===== src/rtl/hazard_ctrl.sv =====
`default_nettype none
// ============================================================================
// Module   : hazard_ctrl
// Purpose  : semiMIPS pipeline sequencing. Handles load-use bubbles, MEM-stage
//            branch/jump squash and redirect, and fin drain/halt. The optional
//            statistics counters are enabled by defining HAZARD_STATS_EN.
// Revision : 1.0 - initial release
// ============================================================================
module hazard_ctrl #(
    parameter int CWIDTH = 16
) (
    input  logic              clk,
    input  logic              rst,
    input  logic              idexmemrd,
    input  logic [4:0]        idexrt,
    input  logic [4:0]        ifidrs,
    input  logic [4:0]        ifidrt,
    input  logic              ifidusert,
    input  logic              ifidfin,
    input  logic              exmembbeq,
    input  logic              exmembbne,
    input  logic              exmembblez,
    input  logic              exmembbgtz,
    input  logic              exmemjump,
    input  logic              exmemzero,
    input  logic              exmemnegative,
    input  logic              finwb,
    output logic              pcwrite,
    output logic              ifidwrite,
    output logic              ifidflush,
    output logic              idexflush,
    output logic              exmemflush,
    output logic              pcsel,
    output logic              halted,
    output logic [CWIDTH-1:0] stallcnt,
    output logic [CWIDTH-1:0] flushcnt
);

    typedef enum logic [1:0] {
        ST_RUN   = 2'd0,
        ST_DRAIN = 2'd1,
        ST_HALT  = 2'd2
    } state_t;

    state_t state;
    state_t state_next;
    logic   taken;
    logic   loaduse;

    assign taken = (exmembbeq  &  exmemzero)
                 | (exmembbne  & ~exmemzero)
                 | (exmembblez & (exmemzero | exmemnegative))
                 | (exmembbgtz & ~exmemzero & ~exmemnegative)
                 | exmemjump;

    // Register $0 is never a real dependency.
    assign loaduse = idexmemrd && (idexrt != 5'd0)
                   && ((idexrt == ifidrs) || (ifidusert && (idexrt == ifidrt)));

    always_ff @(posedge clk) begin
        if (rst) begin
            state <= ST_RUN;
        end else begin
            state <= state_next;
        end
    end

    always_comb begin
        state_next = state;
        pcwrite    = 1'b1;
        ifidwrite  = 1'b1;
        ifidflush  = 1'b0;
        idexflush  = 1'b0;
        exmemflush = 1'b0;
        pcsel      = 1'b0;
        halted     = 1'b0;
        if (!rst) begin
            case (state)
                ST_RUN: begin
                    if (taken) begin
                        ifidflush  = 1'b1;
                        idexflush  = 1'b1;
                        exmemflush = 1'b1;
                        pcsel      = 1'b1;
                        state_next = ST_RUN;
                    end else begin
                        if (loaduse) begin
                            pcwrite   = 1'b0;
                            ifidwrite = 1'b0;
                            idexflush = 1'b1;
                        end else if (ifidfin) begin
                            pcwrite    = 1'b0;
                            ifidflush  = 1'b1;
                            state_next = ST_DRAIN;
                        end
                        // A fin at WB without a drain is malformed; stop anyway.
                        if (finwb) begin
                            state_next = ST_HALT;
                        end
                    end
                end
                ST_DRAIN: begin
                    if (taken) begin
                        // The squashed fin was younger than the branch.
                        ifidflush  = 1'b1;
                        idexflush  = 1'b1;
                        exmemflush = 1'b1;
                        pcsel      = 1'b1;
                        state_next = ST_RUN;
                    end else begin
                        pcwrite   = 1'b0;
                        ifidflush = 1'b1;
                        if (finwb) begin
                            state_next = ST_HALT;
                        end
                    end
                end
                ST_HALT: begin
                    pcwrite   = 1'b0;
                    ifidwrite = 1'b0;
                    halted    = 1'b1;
                end
                default: begin
                    state_next = ST_RUN;
                end
            endcase
        end
    end

`ifdef HAZARD_STATS_EN
    localparam logic [CWIDTH-1:0] C_ONE = {{(CWIDTH-1){1'b0}}, 1'b1};

    logic              stall_evt;
    logic              flush_evt;
    logic [CWIDTH-1:0] stall_q;
    logic [CWIDTH-1:0] flush_q;

    assign stall_evt = (state == ST_RUN) && !taken && loaduse;
    assign flush_evt = ((state == ST_RUN) || (state == ST_DRAIN)) && taken;

    always_ff @(posedge clk) begin
        if (rst) begin
            stall_q <= '0;
            flush_q <= '0;
        end else begin
            if (stall_evt && (stall_q != '1)) begin
                stall_q <= stall_q + C_ONE;
            end
            if (flush_evt && (flush_q != '1)) begin
                flush_q <= flush_q + C_ONE;
            end
        end
    end

    assign stallcnt = stall_q;
    assign flushcnt = flush_q;
`else
    assign stallcnt = '0;
    assign flushcnt = '0;
`endif

endmodule
`default_nettype wire


===== config.mk =====
export PLATFORM = sky130hd
export DESIGN_NAME = hazard_ctrl
export DESIGN_NICKNAME = d
export VERILOG_FILES = /design/src/rtl/hazard_ctrl.sv
export SDC_FILE = /design/constraint.sdc
export NUM_CORES = 1
export LEC_CHECK = 0
export CAP_MARGIN = 0
export CORE_UTILIZATION = 29
export DETAILED_ROUTE_END_ITERATION = 10
export GPL_TIMING_DRIVEN = 0
export MAX_ROUTING_LAYER = met4
export PLACE_DENSITY = 0.94
export SETUP_SLACK_MARGIN = 0.3
export SKIP_LAST_GASP = 1
export SYNTH_ARGS = -nofsm -noshare
export SYNTH_HDL_FRONTEND = slang
export SYNTH_SLANG_ARGS = --single-unit

===== constraint.sdc =====
create_clock -name clk -period 2.8 [get_ports clk]
set_input_delay 0.56 -clock clk [delete_from_list [all_inputs] [get_ports clk]]
set_output_delay 0.56 -clock clk [all_outputs]
set_load 0.02 [all_outputs]

==> flow_summary.yaml <==
critical_path:
  crit_path_max_incr_delay_ps: 290
  path_cells: "buf_4, xor2_2, nor4_2, a32oi_2, buf_4, nor3_2, o21ai_1, buf_4"
  critical_path.endpoint_type: "primary output"
  path_max_fanout: 5
  arrival_ps: 1930
  crit_path_frequent_cell: "buf_4"
  criticalPathCategory: "primary input to primary output"
  cp-start-kind: "primary input"
  worst-endpoint-required_ps: 2240
  cpMaxStageDelayCell: "nor4_2"
power_and_ir_drop:
  p_leak_nw: 0.6817
  irDropWorstVdd_uv: 126.4
  cellPowerDensity_nw_per_um2: 234.5
  power.total_mw: 0.2688
timing:
  min_period_over_period_pct: 88.82
  holdWs_ps: 510.3
  hold_viol: 0
  fin_crit_ps: 2487
  fmax_mhz: 402.1
  setup_viol: 0
  final_max_slew_viol_count: 0
  rsz0062_at_grt: "yes"
  finClkSkew_ps: 1.974
layout:
  nFillCells: 156
  diodes: 0
  regMostFlops: "state"
  layout.area.seq_um2: 40.04
  final_common_cell: "buf_4"
  largest_reg_flops: 2
  final_nets: 178
  reg_top3: "state (2)"
  drive_gt1_share_pct: 42.57
  multiInputGateArea_um2: 465.4
  syn_to_final_growth_pct: 95.73
  layout_common_cells: "buf_4 (39), conb_1 (32), dlymetal6s2s_1 (9)"
die:
  die_height_um: 46.94
  row_count: 15
  die_w_um: 46.94
  ioPinCount: 67
  start_util_pct: 32.50
  core_um2: 1802
  dieArea_um2: 2203
global_route:
  grt_pass1_wl_um: 2152
  antenna_found_initial: 0
  grtUsageTotal_pct: 14.52
  grt_overflow_total: 0
  grt_max_degree: 7
  grt_pass1_vias: 576
detailed_routing:
  detail-route-antenna-nets: 0
  drt_iter0_markers: 2
  wl_per_cell_um: 9.254
  vias: 659
  wirelength_um: 1601
  vias_per_cell: 3.809
  drc: 0
  firstDrtPassIters: 4
clock_network:
  cts_hold_buf: 0
  root_buffer: "clkbuf_4"
  clkLatencyLatePin_ps: 220
  numCtsBuffers: 3
  htreeDepth: 1
  cts_buffer_depth: 2
  cts.reportedPaths.clkPinSlew_ps: 30
  cts_tree: "built"
  cts_sinks: 2
logic_synthesis:
  synth_cell_types: 22
  yosys_warnings: 0
  syn_inst: 77
  syn-mean-instance-area_um2: 7.605
  syn_area_um2: 585.6
  synth-seq-cells: 2
  synth-seq-area-share_pct: 6.838
placed_design:
  gp_congestion: 0.6309
  placement.io_buffers: 34
status:
  status: "complete, no violations"
flow_run:
  timing.max_cap.violations: 0
min_path:
  min_path_type: "flip-flop to flip-flop"
-- report_power, final --
| part | switching [mW] | internal, mW | total (mW) |
|---|---|---|---|
| clock network | 0.0169 | 0.0473 | 0.0643 |
| registers | 0.00142 | 0.0295 | 0.0309 |
| logic | 0.0890 | 0.0845 | 0.174 |
| total | 0.107 | 0.161 | 0.269 |
-- Yosys cell counts --
library cell  instances  share of area, %
nor4_2                1               2.1
a32oi_2               1               2.8
nor2b_1               1               1.1
nor3_1                6               5.1
a21oi_1               2               1.7
nor4b_1               1               1.5
mux2i_1               1               1.7
and2_1                2               2.1
or4_4                 1               1.9
xor2_1                9                13
o21ai_4               1               2.8
inv_1                 1              0.64
a21o_1                1               1.3
nand2b_1              1               1.1
buf_4                33                42
conb_1                1              0.64
o21ai_1               5               4.3
xnor2_1               1               1.5
a21boi_1              1               1.3
dfxtp_1               2               6.8
o21a_1                1               1.3
nor2_1                4               2.6
-- through the flow --
step                TNS (ps)  cell area (um2)  worst slack [ps]  cells  util [%]
floorplan                  0            701.9             541.5    108         -
global placement       -1453             1074            -404.6    167     59.58
detailed placement     -1663             1074            -476.3    167     59.58
CTS                        0             1086             288.4    171     60.28
global route               0             1146             218.2    173     63.61
finish                     0             1146             313.0    173     63.61
-- layout make-up --
| class | instances | area share [%] |
|---|---|---|
| plain buffers | 33 | 21.62 |
| clock buffers | 3 | 1.965 |
| inverters | 1 | 0.3275 |
| multi-input cells | 72 | 40.61 |
| flip-flops and latches | 2 | 3.493 |
| well taps | 25 | 2.729 |
| repair buffers | 37 | 29.26 |
-- final timing paths --
kind / depth (start not counted) / slack, ps / startpoint / to
max: 8 / 310 / idexrt[3] / ifidwrite
min: 2 / 510 / state[0] / state[0]
max reg2reg: 3 / 1860 / state[0] / state[1]
min reg2reg: 2 / 510 / state[0] / state[0]
-- logic make-up (layout without fill, tap and decap cells) --
| kind of cell | after synthesis | in the layout | synth area share (%) |
|---|---|---|---|
| flip-flops | 2 | 2 | 6.838 |
| XOR/XNOR | 10 | 10 | 14.96 |
| other | 1 | 32 | 0.6404 |
| AND/OR/NAND/NOR | 17 | 17 | 17.52 |
| multiplexers | 1 | 1 | 1.709 |
| buffers and inverters | 34 | 74 | 42.95 |
| AO/OA/AOI/OAI | 12 | 12 | 15.39 |
-- metal layers --
layer | vias up | global-route usage, % | wire, um
met2 | 50 | 28.06 | 883
met1 | 272 | 13.01 | 485
met3 | 2 | 1.154 | 206
met5 | - | - | 0
li1 | 335 | - | -
met4 | 0 | 10.29 | 25
-- worst max-delay path: cells and delay by family --
kind	cells	cell delay, ps
AO/OA/AOI/OAI	2	290
XOR/XNOR	1	140
buffers and inverters	3	470
AND/OR/NAND/NOR	2	450
-- what timing repair did --
action / in CTS / in global routing
buffers inserted: 1 / 2
setup endpoints to repair: 7 / 6
pin swaps: 12 / 17
gates resized for setup: 42 / 35
Note: power is estimated with default switching activity, not from simulation.
